**config.mk**
```make
export PLATFORM = sky130hd
export DESIGN_NAME = sram_dp_bank_flat
export DESIGN_NICKNAME = d
export VERILOG_FILES = /design/src/rtl/sram_dp_bank_if.sv /design/src/rtl/sram_dp_bank.sv /design/src/flat_wrapper.sv
export SDC_FILE = /design/constraint.sdc
export NUM_CORES = 1
export LEC_CHECK = 0
export CORE_MARGIN = 8
export CORE_UTILIZATION = 47
export CTS_CLUSTER_SIZE = 30
export DETAILED_ROUTE_END_ITERATION = 7
export DONT_BUFFER_PORTS = 1
export PLACE_DENSITY_LB_ADDON = 0.05
export SKIP_CTS_REPAIR_TIMING = 1
export SYNTH_ARGS = -nofsm -noshare
export SYNTH_HDL_FRONTEND = slang
export SYNTH_SLANG_ARGS = --single-unit
```
**constraint.sdc**
```tcl
create_clock -name clk -period 3.61 [get_ports clk]
set_clock_uncertainty 0.15 [all_clocks]
set_input_delay 0.1805 -clock clk [delete_from_list [all_inputs] [get_ports clk]]
set_output_delay 0.1805 -clock clk [all_outputs]
set_load 0.05 [all_outputs]
```
**src/rtl/sram_dp_bank_if.sv**
```systemverilog
// -----------------------------------------------------------------------------
// sram_dp_bank_if
//   Bundles the write port, read port and clear/busy control of sram_dp_bank.
//   master : the user of the memory (drives requests, receives read data)
//   slave  : the memory bank itself
//
//   clr      master->slave  pulse, start clear sequence
//   busy     slave->master  clear sequence running, requests ignored
//   we       master->slave  write request
//   wr_addr  master->slave  write address
//   wr_data  master->slave  write data
//   wr_be    master->slave  byte enables, bit i covers wr_data[8i+7:8i]
//   re       master->slave  read request
//   rd_addr  master->slave  read address
//   rd_data  slave->master  read data, holds when rd_valid=0
//   rd_valid slave->master  one-cycle pulse marking rd_data valid
// -----------------------------------------------------------------------------
interface sram_dp_bank_if #(
    parameter int DATA_W = 16,
    parameter int ADDR_W = 4
);
    localparam int BE_W = DATA_W / 8;

    logic              clr;
    logic              busy;
    logic              we;
    logic [ADDR_W-1:0] wr_addr;
    logic [DATA_W-1:0] wr_data;
    logic [BE_W-1:0]   wr_be;
    logic              re;
    logic [ADDR_W-1:0] rd_addr;
    logic [DATA_W-1:0] rd_data;
    logic              rd_valid;

    modport master (
        output clr, we, wr_addr, wr_data, wr_be, re, rd_addr,
        input  busy, rd_data, rd_valid
    );

    modport slave (
        input  clr, we, wr_addr, wr_data, wr_be, re, rd_addr,
        output busy, rd_data, rd_valid
    );
endinterface

```
**src/rtl/sram_dp_bank.sv**
```systemverilog
// -----------------------------------------------------------------------------
// sram_dp_bank
//   Simple-dual-port synchronous SRAM bank (one write port, one read port,
//   shared clock) with per-byte write enables, read latency of 1 or 2 cycles,
//   selectable read-during-write behaviour and a clear sequencer that zeroes
//   every word after reset or on a clr pulse.
//
//   Parameters
//     DATA_W    word width, multiple of 8
//     ADDR_W    address width, DEPTH = 2**ADDR_W
//     RD_LAT    read latency, 1 or 2
//     RDW_MODE  same-address read+write: 0 = old data, 1 = new data per byte
//
//   Ports
//     clk  in  single clock, everything on posedge
//     rst  in  synchronous active-high reset
//     bus  slave side of sram_dp_bank_if (write/read ports, clr, busy)
// -----------------------------------------------------------------------------
module sram_dp_bank #(
    parameter int DATA_W   = 16,
    parameter int ADDR_W   = 4,
    parameter int RD_LAT   = 1,
    parameter int RDW_MODE = 0
) (
    input  logic           clk,
    input  logic           rst,
    sram_dp_bank_if.slave  bus
);
    localparam int DEPTH = 2 ** ADDR_W;
    localparam int BE_W  = DATA_W / 8;

    typedef enum logic {
        ST_CLEAR = 1'b0,
        ST_IDLE  = 1'b1
    } state_e;

    state_e            state_q;
    logic [ADDR_W-1:0] cnt_q;
    logic              busy_q;

    logic [DATA_W-1:0] mem_q [DEPTH];

    // Requests are only honoured outside the clear sequence.
    logic wr_acc;
    logic rd_acc;
    assign wr_acc = bus.we & ~busy_q;
    assign rd_acc = bus.re & ~busy_q;

    // -------------------------------------------------------------------------
    // Clear sequencer. cnt_q walks 0..DEPTH-1 once; the last address written
    // hands control back to IDLE, so busy is high for exactly DEPTH cycles.
    // -------------------------------------------------------------------------
    always_ff @(posedge clk) begin
        if (rst) begin
            state_q <= ST_CLEAR;
            cnt_q   <= '0;
            busy_q  <= 1'b1;
        end else begin
            case (state_q)
                ST_CLEAR: begin
                    cnt_q <= cnt_q + 1'b1;
                    if (cnt_q == '1) begin
                        state_q <= ST_IDLE;
                        busy_q  <= 1'b0;
                    end
                end
                ST_IDLE: begin
                    if (bus.clr) begin
                        state_q <= ST_CLEAR;
                        cnt_q   <= '0;
                        busy_q  <= 1'b1;
                    end
                end
                default: begin
                    state_q <= ST_CLEAR;
                    cnt_q   <= '0;
                    busy_q  <= 1'b1;
                end
            endcase
        end
    end

    assign bus.busy = busy_q;

    // -------------------------------------------------------------------------
    // Single physical write port shared by the clear sequencer and the user.
    // -------------------------------------------------------------------------
    logic              mem_we;
    logic [ADDR_W-1:0] mem_addr;
    logic [DATA_W-1:0] mem_wdata;
    logic [BE_W-1:0]   mem_be;

    // NOTE: every signal gets a default at the top of always_comb so no path
    // leaves it unassigned; that is what keeps this block from becoming a latch.
    always_comb begin
        mem_we    = wr_acc;
        mem_addr  = bus.wr_addr;
        mem_wdata = bus.wr_data;
        mem_be    = bus.wr_be;
        if (state_q == ST_CLEAR) begin
            mem_we    = 1'b1;
            mem_addr  = cnt_q;
            mem_wdata = '0;
            mem_be    = '1;
        end
    end

    // NOTE: the array deliberately has no reset branch so it maps onto RAM
    // macros; its contents are zeroed by the clear sequence instead.
    always_ff @(posedge clk) begin
        if (mem_we) begin
            for (int i = 0; i < BE_W; i++) begin
                if (mem_be[i]) begin
                    mem_q[mem_addr][8*i +: 8] <= mem_wdata[8*i +: 8];
                end
            end
        end
    end

    // -------------------------------------------------------------------------
    // Read word. The array update is non-blocking, so a plain array read in
    // the same cycle as a write sees the old word (read-first). Write-through
    // mode patches the enabled bytes from the write port.
    // -------------------------------------------------------------------------
    logic [DATA_W-1:0] rd_word;

    // NOTE: combinational logic uses blocking '=' so later statements see the
    // patched bytes; registers below use '<=' so all flops update together.
    always_comb begin
        rd_word = mem_q[bus.rd_addr];
        if (RDW_MODE == 1 && wr_acc && (bus.wr_addr == bus.rd_addr)) begin
            for (int i = 0; i < BE_W; i++) begin
                if (bus.wr_be[i]) begin
                    rd_word[8*i +: 8] = bus.wr_data[8*i +: 8];
                end
            end
        end
    end

    // -------------------------------------------------------------------------
    // Read pipeline. Reads accepted before a clr keep flowing to the output
    // even though the bank has gone busy.
    // -------------------------------------------------------------------------
    logic              rd_valid_d;
    logic [DATA_W-1:0] rd_data_d;
    logic              rd_valid_q;
    logic [DATA_W-1:0] rd_data_q;

    generate
        if (RD_LAT == 2) begin : g_lat2
            logic              s1_valid_q;
            logic [DATA_W-1:0] s1_data_q;

            always_ff @(posedge clk) begin
                if (rst) begin
                    s1_valid_q <= 1'b0;
                end else begin
                    s1_valid_q <= rd_acc;
                    if (rd_acc) begin
                        s1_data_q <= rd_word;
                    end
                end
            end

            assign rd_valid_d = s1_valid_q;
            assign rd_data_d  = s1_data_q;
        end else begin : g_lat1
            assign rd_valid_d = rd_acc;
            assign rd_data_d  = rd_word;
        end
    endgenerate

    always_ff @(posedge clk) begin
        if (rst) begin
            rd_valid_q <= 1'b0;
            rd_data_q  <= '0;
        end else begin
            rd_valid_q <= rd_valid_d;
            if (rd_valid_d) begin
                rd_data_q <= rd_data_d;
            end
        end
    end

    assign bus.rd_valid = rd_valid_q;
    assign bus.rd_data  = rd_data_q;

endmodule
```
**src/flat_wrapper.sv**
```systemverilog
// flat-port wrapper written by rule: the top's interface ports become plain ports
module sram_dp_bank_flat 
#(
    parameter int DATA_W   = 16,
    parameter int ADDR_W   = 4,
    parameter int RD_LAT   = 1,
    parameter int RDW_MODE = 0
)
  (clk, rst, bus_clr, bus_we, bus_wr_addr, bus_wr_data, bus_wr_be, bus_re, bus_rd_addr, bus_busy, bus_rd_data, bus_rd_valid);
  sram_dp_bank_if #(.DATA_W(DATA_W), .ADDR_W(ADDR_W)) bus_i ();
  input  logic clk;
  input  logic rst;
  input wire logic [$bits(bus_i.clr)-1:0] bus_clr;
  input wire logic [$bits(bus_i.we)-1:0] bus_we;
  input wire logic [$bits(bus_i.wr_addr)-1:0] bus_wr_addr;
  input wire logic [$bits(bus_i.wr_data)-1:0] bus_wr_data;
  input wire logic [$bits(bus_i.wr_be)-1:0] bus_wr_be;
  input wire logic [$bits(bus_i.re)-1:0] bus_re;
  input wire logic [$bits(bus_i.rd_addr)-1:0] bus_rd_addr;
  output wire logic [$bits(bus_i.busy)-1:0] bus_busy;
  output wire logic [$bits(bus_i.rd_data)-1:0] bus_rd_data;
  output wire logic [$bits(bus_i.rd_valid)-1:0] bus_rd_valid;
  assign bus_i.clr = bus_clr;
  assign bus_i.we = bus_we;
  assign bus_i.wr_addr = bus_wr_addr;
  assign bus_i.wr_data = bus_wr_data;
  assign bus_i.wr_be = bus_wr_be;
  assign bus_i.re = bus_re;
  assign bus_i.rd_addr = bus_rd_addr;
  assign bus_busy = bus_i.busy;
  assign bus_rd_data = bus_i.rd_data;
  assign bus_rd_valid = bus_i.rd_valid;
  sram_dp_bank #(.DATA_W(DATA_W), .ADDR_W(ADDR_W), .RD_LAT(RD_LAT), .RDW_MODE(RDW_MODE)) u_core (.clk(clk), .rst(rst), .bus(bus_i));
endmodule
```
======== Yosys cells after proc, flatten, opt, wreduce, memory -nomap -nowiden ========
Memory sizes are Yosys's and may differ from the RTL's. A register that Yosys moved wholly into a read port is not among the register bits.
Index checks and enable logic that the tools add are counted.
operators by class
  $add $sub $neg .......................... 1
  multiply operators ...................... 0
  div/mod/pow operators ................... 0
  order comparisons ....................... 0
  equality and inequality tests ........... 3
  shift operators ......................... 0
  multiplexer cells ....................... 18
  bitwise gates (word level) .............. 4
  reductions and logical operators ........ 1
operator list
  operator               number
  $mux W16               1
  $mux W1                11
  $mux W4                2
  $pmux W4 S2            1
  $add A4 B1 Y4 const B  1
  $eq A4 B4 Y1 const B   1
  $pmux W1 S2            2
  $and A1 B1 Y1          2
  $mux W2                1
  $ne A2 B1 Y1 const B   1
  $ne A2 B2 Y1 const B   1
  $not A1 Y1             2
  $reduce_and A2 Y1      1
storage, ports and cells
  flip-flop bits (word level) ............. 7
  bits in latches ......................... 0
  memory bits (writable) .................. 256
  memory bits (read-only) ................. 0
  bits of input ports ..................... 31
  output and inout bits ................... 18
  word-level logic and storage cells ...... 32
  memories kept ........................... 1
memories
  name          words  width  rd ports  clocked after Yosys merged registers in  write ports  line                RTL
  u_core.mem_q  16     16     1         1                                        1            sram_dp_bank.sv:41  logic [DATA_W-1:0] mem_q [DEPTH];

======== Logic depth before layout (Yosys ltp) ========
  depth after elaboration ................. 5
  mapped depth ............................ 8
  mapped depth without buffers ............ 4

======== Worst setup path before layout ========
No wires, ideal clock.
  path kind ............................... register to register
  start ................................... register u_core.state_q
  end ..................................... memory u_core.mem_q[15][0] (enable)
  setup time .............................. 370 ps
  arrival ................................. 1,536 ps
  path slack .............................. 1,554 ps
  stages on the path, launching flop included .. 6
  buffers on the path ..................... 2
  cell sequence ........................... dfxtp_1 -> buf_2 -> buf_1 -> a31oi_1 -> a21o_1 -> nor2_1
between the ends
  longest elaborated chain between the ends .. 4
  elaborated cells on any way between the ends .. 6
RTL lines
  what                           line                 RTL
  start: declaration             sram_dp_bank.sv:37   state_e state_q;
  start signal: assignment       sram_dp_bank.sv:55   state_q <= ST_CLEAR;
  start signal: assignment       sram_dp_bank.sv:63   state_q <= ST_IDLE;
  start signal: assignment       sram_dp_bank.sv:69   state_q <= ST_CLEAR;
  $mux W2                        sram_dp_bank.sv:100  if (state_q == ST_CLEAR) begin
  $mux W1                        sram_dp_bank.sv:113  if (mem_be[i]) begin
  $mux W1                        sram_dp_bank.sv:111  if (mem_we) begin
  $mux W1 (implied by the code)  sram_dp_bank.sv:114  mem_q[mem_addr][8*i +: 8] <= mem_wdata[8*i +: 8];
  end: declaration               sram_dp_bank.sv:41
Parallel ways exist; a longest one is shown, timed or not.

======== Worst setup path after layout ========
  start ................................... register u_core.busy_q, in the netlist u_core.bus.busy
  end ..................................... register u_core.rd_data_q[0], in the netlist u_core.bus.rd_data[0], read port of u_core.mem_q
between the ends
  longest elaborated chain between the ends .. 2
RTL lines
  what                      line                 RTL
  start: declaration        sram_dp_bank.sv:39   logic busy_q;
  start signal: assignment  sram_dp_bank.sv:57   busy_q <= 1'b1;
  start signal: assignment  sram_dp_bank.sv:64   busy_q <= 1'b0;
  start signal: assignment  sram_dp_bank.sv:71   busy_q <= 1'b1;
  $not A1 Y1                sram_dp_bank.sv:47   assign rd_acc = bus.re & ~busy_q;
  $and A1 B1 Y1             sram_dp_bank.sv:47
  end: declaration          sram_dp_bank.sv:147  logic [DATA_W-1:0] rd_data_q;
No other way between the ends.
A chain may end at the register's enable or synchronous reset.

==> impl_metrics.yaml <==
status:
  status: "finished with violations"
  violations: "hold timing"
setup_path:
  endpoint_kind: "flip-flop"
  timing.rr.start: "u_core.bus.busy$_SDFFE_PP1P_"
  reg2reg_depth: 6
  crit_chain: "nor3b_1, nor2b_1, buf_4, o211ai_1, dlygate4sd3_1, nand2_1"
  critical_path_arrival_ns: 3.51
  critPathMaxStageDelay_ns: 0.72
  rrSetupSlack_ns: 0.43
  start_kind: "flip-flop"
  required_ns: 3.94
  r2r-end: "u_core.bus.rd_data[0]$_SDFFE_PP0P_"
  cp_max_fo: 9
  critPathKind: "reg2reg"
  cp_slowest_cell: "nor3b_1"
power:
  p_seq_frac: 0.505
  ir_drop_uv: 515
  clkPwrFrac: 0.456
  p_comb_frac: 0.039
  power_per_cell_area_mw_per_mm2: 566
  switchingPower_uw: 1410
  cell_internal_pwr_uw: 5670
  sw_frac_of_total: 0.199
  leakagePower_uw: 0.00403
grt:
  antenna_found_initial: 3
  grt_pass1_wl_um: 36600
  grt_pass1_vias: 5558
  gr-total-overflow: 0
  grt_max_degree: 82
  grt.total_usage: 0.174
timing:
  min_period_ns: 3.18
  fin_tns_setup_ns: 0
  whs_ns: -0.0210
  fin_crit_sh: 0.882
  fin_ws_ns: 0.426
  hold_violations: 4
  grt_setup_unrepaired: "false"
  maxSlewHeadroom: 0.338
  worstMarginPinSlew_ns: 0.989
  fmax_mhz: 314
  slew_violations: 0
  finalSetupViolCount: 0
worst_hold_path:
  hold_class: "in2reg"
  hold_end: "u_core.bus.rd_data[3]$_SDFFE_PP0P_"
  hold_depth: 4
  min_from: "bus_rd_addr[3]"
place:
  place_hpwl_um: 15800
  gp_congestion: 0.833
  place_ws_ns: 0.972
  io_buffers: 0
synth:
  syn_area_sq_mm: 0.0110
  synth.avg_cell_area_sq_um: 18.6
  synth_ff_type: "edfxtp_1"
  ys_seq_area_frac: 0.741
  ys_seq_elements: 279
  synth_edf_count: 256
  syn_inst: 592
  synth_area_leader_cell: "edfxtp_1"
  synth_top_area_frac: 0.699
  synth.distinct_cells: 39
  ys_top_cells_by_area: "edfxtp_1 70%, mux4_2 8.4%, dfxtp_1 4.2%"
  yosys_warnings: 0
  syn_nets: 624
  async_flop_share: 0
die:
  num_rows: 56
  start_util: 0.474
  die_h_um: 169
  io_pins: 49
  core-area_sq_mm: 0.0232
  chipWidth_um: 169
  die_area_sq_mm: 0.0286
detailed_routing:
  post_drt_wl_per_cell_um: 26.4
  vias: 5444
  viasPerCell: 5.66
  dr.pass1.iters: 5
  drc: 0
  ant_nets: 0
  drt_iter0_drc: 528
  wl_um: 25300
clock_tree:
  h-tree-depth: 1
  cts.sinks: 279
  clk_latency_ns: 0.54
  root_buffer: "clkbuf_16"
  cts_tree: "built"
  clk_path_buf_depth: 3
  path_clk_slew_ns: 0.06
  cts_buffers: 29
layout:
  nets: 650
  drive_gt1_frac: 0.189
  seqCellArea_sq_mm: 0.00815
  fill_cells: 1838
  area_growth_pct: 13.8
  postLayoutCoreUtil: 0.540
  multiInputGateArea_sq_mm: 0.00262
flow_run:
  maxCapViolCount: 0
-- metrics by stage --
step / hold WS [ns] / instance area [sq um] / cells / total power, uW
final: -0.0210 / 12500 / 961 / 7080
after global routing: 0.00320 / 12500 / 961 / 7270
after CTS: -0.456 / 12300 / 943 / 7090
after detailed placement: 0.110 / 11300 / 890 / 3880
after global placement: 0.108 / 11300 / 890 / 3870
after floorplan: 0.155 / 11000 / 592 / 3850
-- kinds of logic after synthesis --
| group | after synthesis | synth area share |
|---|---|---|
| mux | 97 | 0.146 |
| simple gates | 110 | 0.0470 |
| compound gates | 66 | 0.0432 |
| xor+xnor | 2 | 0.00159 |
| flops | 279 | 0.741 |
| buf+inv | 37 | 0.0207 |
| fa+ha+maj | 1 | 0.00114 |
-- area by class of cell --
| cell class | instances | area share |
|---|---|---|
| Sequential cell | 279 | 0.651 |
| Multi-Input combinational cell | 276 | 0.210 |
| Clock buffer | 33 | 0.0592 |
| Tap cell | 319 | 0.0319 |
| Clock inverter | 20 | 0.0243 |
| Timing Repair Buffer | 29 | 0.0230 |
| Inverter | 3 | 0.000899 |
| Antenna cell | 2 | 0.000400 |
-- layout by cell type, fill, tap and decap left out, types with 2 or more instances in the layout --
cell,Yosys,routed
a21o_1,5,5
a21oi_1,7,7
a22oi_1,32,32
a31oi_1,3,3
and2_1,18,18
buf_12,2,3
buf_4,3,13
bufinv_16,0,7
clkbuf_1,14,4
clkbuf_16,0,29
clkinv_2,0,3
clkinv_4,0,2
clkinvlp_4,0,3
dfxtp_1,23,23
diode_2,0,2
dlygate4sd3_1,0,13
edfxtp_1,256,256
inv_1,3,3
inv_6,0,4
mux2_2,16,16
mux2i_1,34,34
mux4_1,6,6
mux4_2,41,41
nand2_1,27,27
nand2b_1,3,3
nand3_1,3,3
nand3b_1,3,3
nor2_1,44,44
nor2b_1,3,3
nor3_1,2,2
nor3b_1,3,3
o211ai_1,15,15
o22a_1,2,2
-- worst max-delay path: cells and delay by family (launching register included) --
| family | cells | cell delay, ns |
|---|---|---|
| buffers and inverters | 2 | 0.88 |
| AO/OA/AOI/OAI | 1 | 0.10 |
| AND/OR/NAND/NOR | 3 | 1.46 |
| flip-flops | 1 | 0.54 |
-- how the worst max path moves through the flow --
stage                                 start                            endpoint  slack [ns]  depth (start not counted)
6_report       u_core.bus.busy$_SDFFE_PP1P_  u_core.bus.rd_data[0]$_SDFFE_PP0P_        0.43                          6
5_1_grt        u_core.bus.busy$_SDFFE_PP1P_  u_core.bus.rd_data[0]$_SDFFE_PP0P_        0.22                          6
4_1_cts           u_core.state_q$_SDFF_PP0_       u_core.mem_q[6][11]$_DFFE_PP_        0.94                          5
3_5_place_dp   u_core.bus.busy$_SDFFE_PP1P_  u_core.bus.rd_data[7]$_SDFFE_PP0P_        0.97                          5
3_3_place_gp   u_core.bus.busy$_SDFFE_PP1P_  u_core.bus.rd_data[7]$_SDFFE_PP0P_        0.96                          5
2_1_floorplan     u_core.state_q$_SDFF_PP0_       u_core.mem_q[15][0]$_DFFE_PP_        1.55                          5
-- cells in the mapped netlist, types with 2 or more instances --
cell and number:
buf_1 2, nor2b_1 3, buf_2 8, nand3b_1 3, a21o_1 5, nand2b_1 3, o211ai_1 15, a21oi_1 7
buf_12 2, nand3_1 3, buf_6 3, nor2_1 44, dfxtp_1 23, and2_1 18, mux4_1 6, mux4_2 41
inv_1 3, a22oi_1 32, nand2_1 27, a31oi_1 3, mux2_2 16, nor3b_1 3, o22a_1 2, buf_4 3
nor3_1 2, clkbuf_1 14, edfxtp_1 256, mux2i_1 34
-- power by group through the flow --
stage / Sequential (uW) / Combinational [uW] / Clock [uW]
floorplan: 3640 / 215 / 0
global placement: 3650 / 229 / 0
detailed placement: 3650 / 230 / 0
CTS: 3580 / 232 / 3280
global route: 3580 / 292 / 3400
finish: 3580 / 274 / 3230
-- routing by layer --
metal,wire length (um),global-route usage,up-vias
met1,11100,0.245,2815
met5,8,0,-
met2,11900,0.268,156
met4,746,0.0519,2
li1,-,-,2425
met3,1600,0.0382,46
-- sequential cells by signal (all words and copies together), names as in the netlist --
register,count
u_core.bus.rd_data,16
u_core.state_q,1
u_core.cnt_q,4
u_core.mem_q,256
u_core.bus.rd_valid,1
u_core.bus.busy,1
No activity file was read; power rests on OpenSTA's default activity.
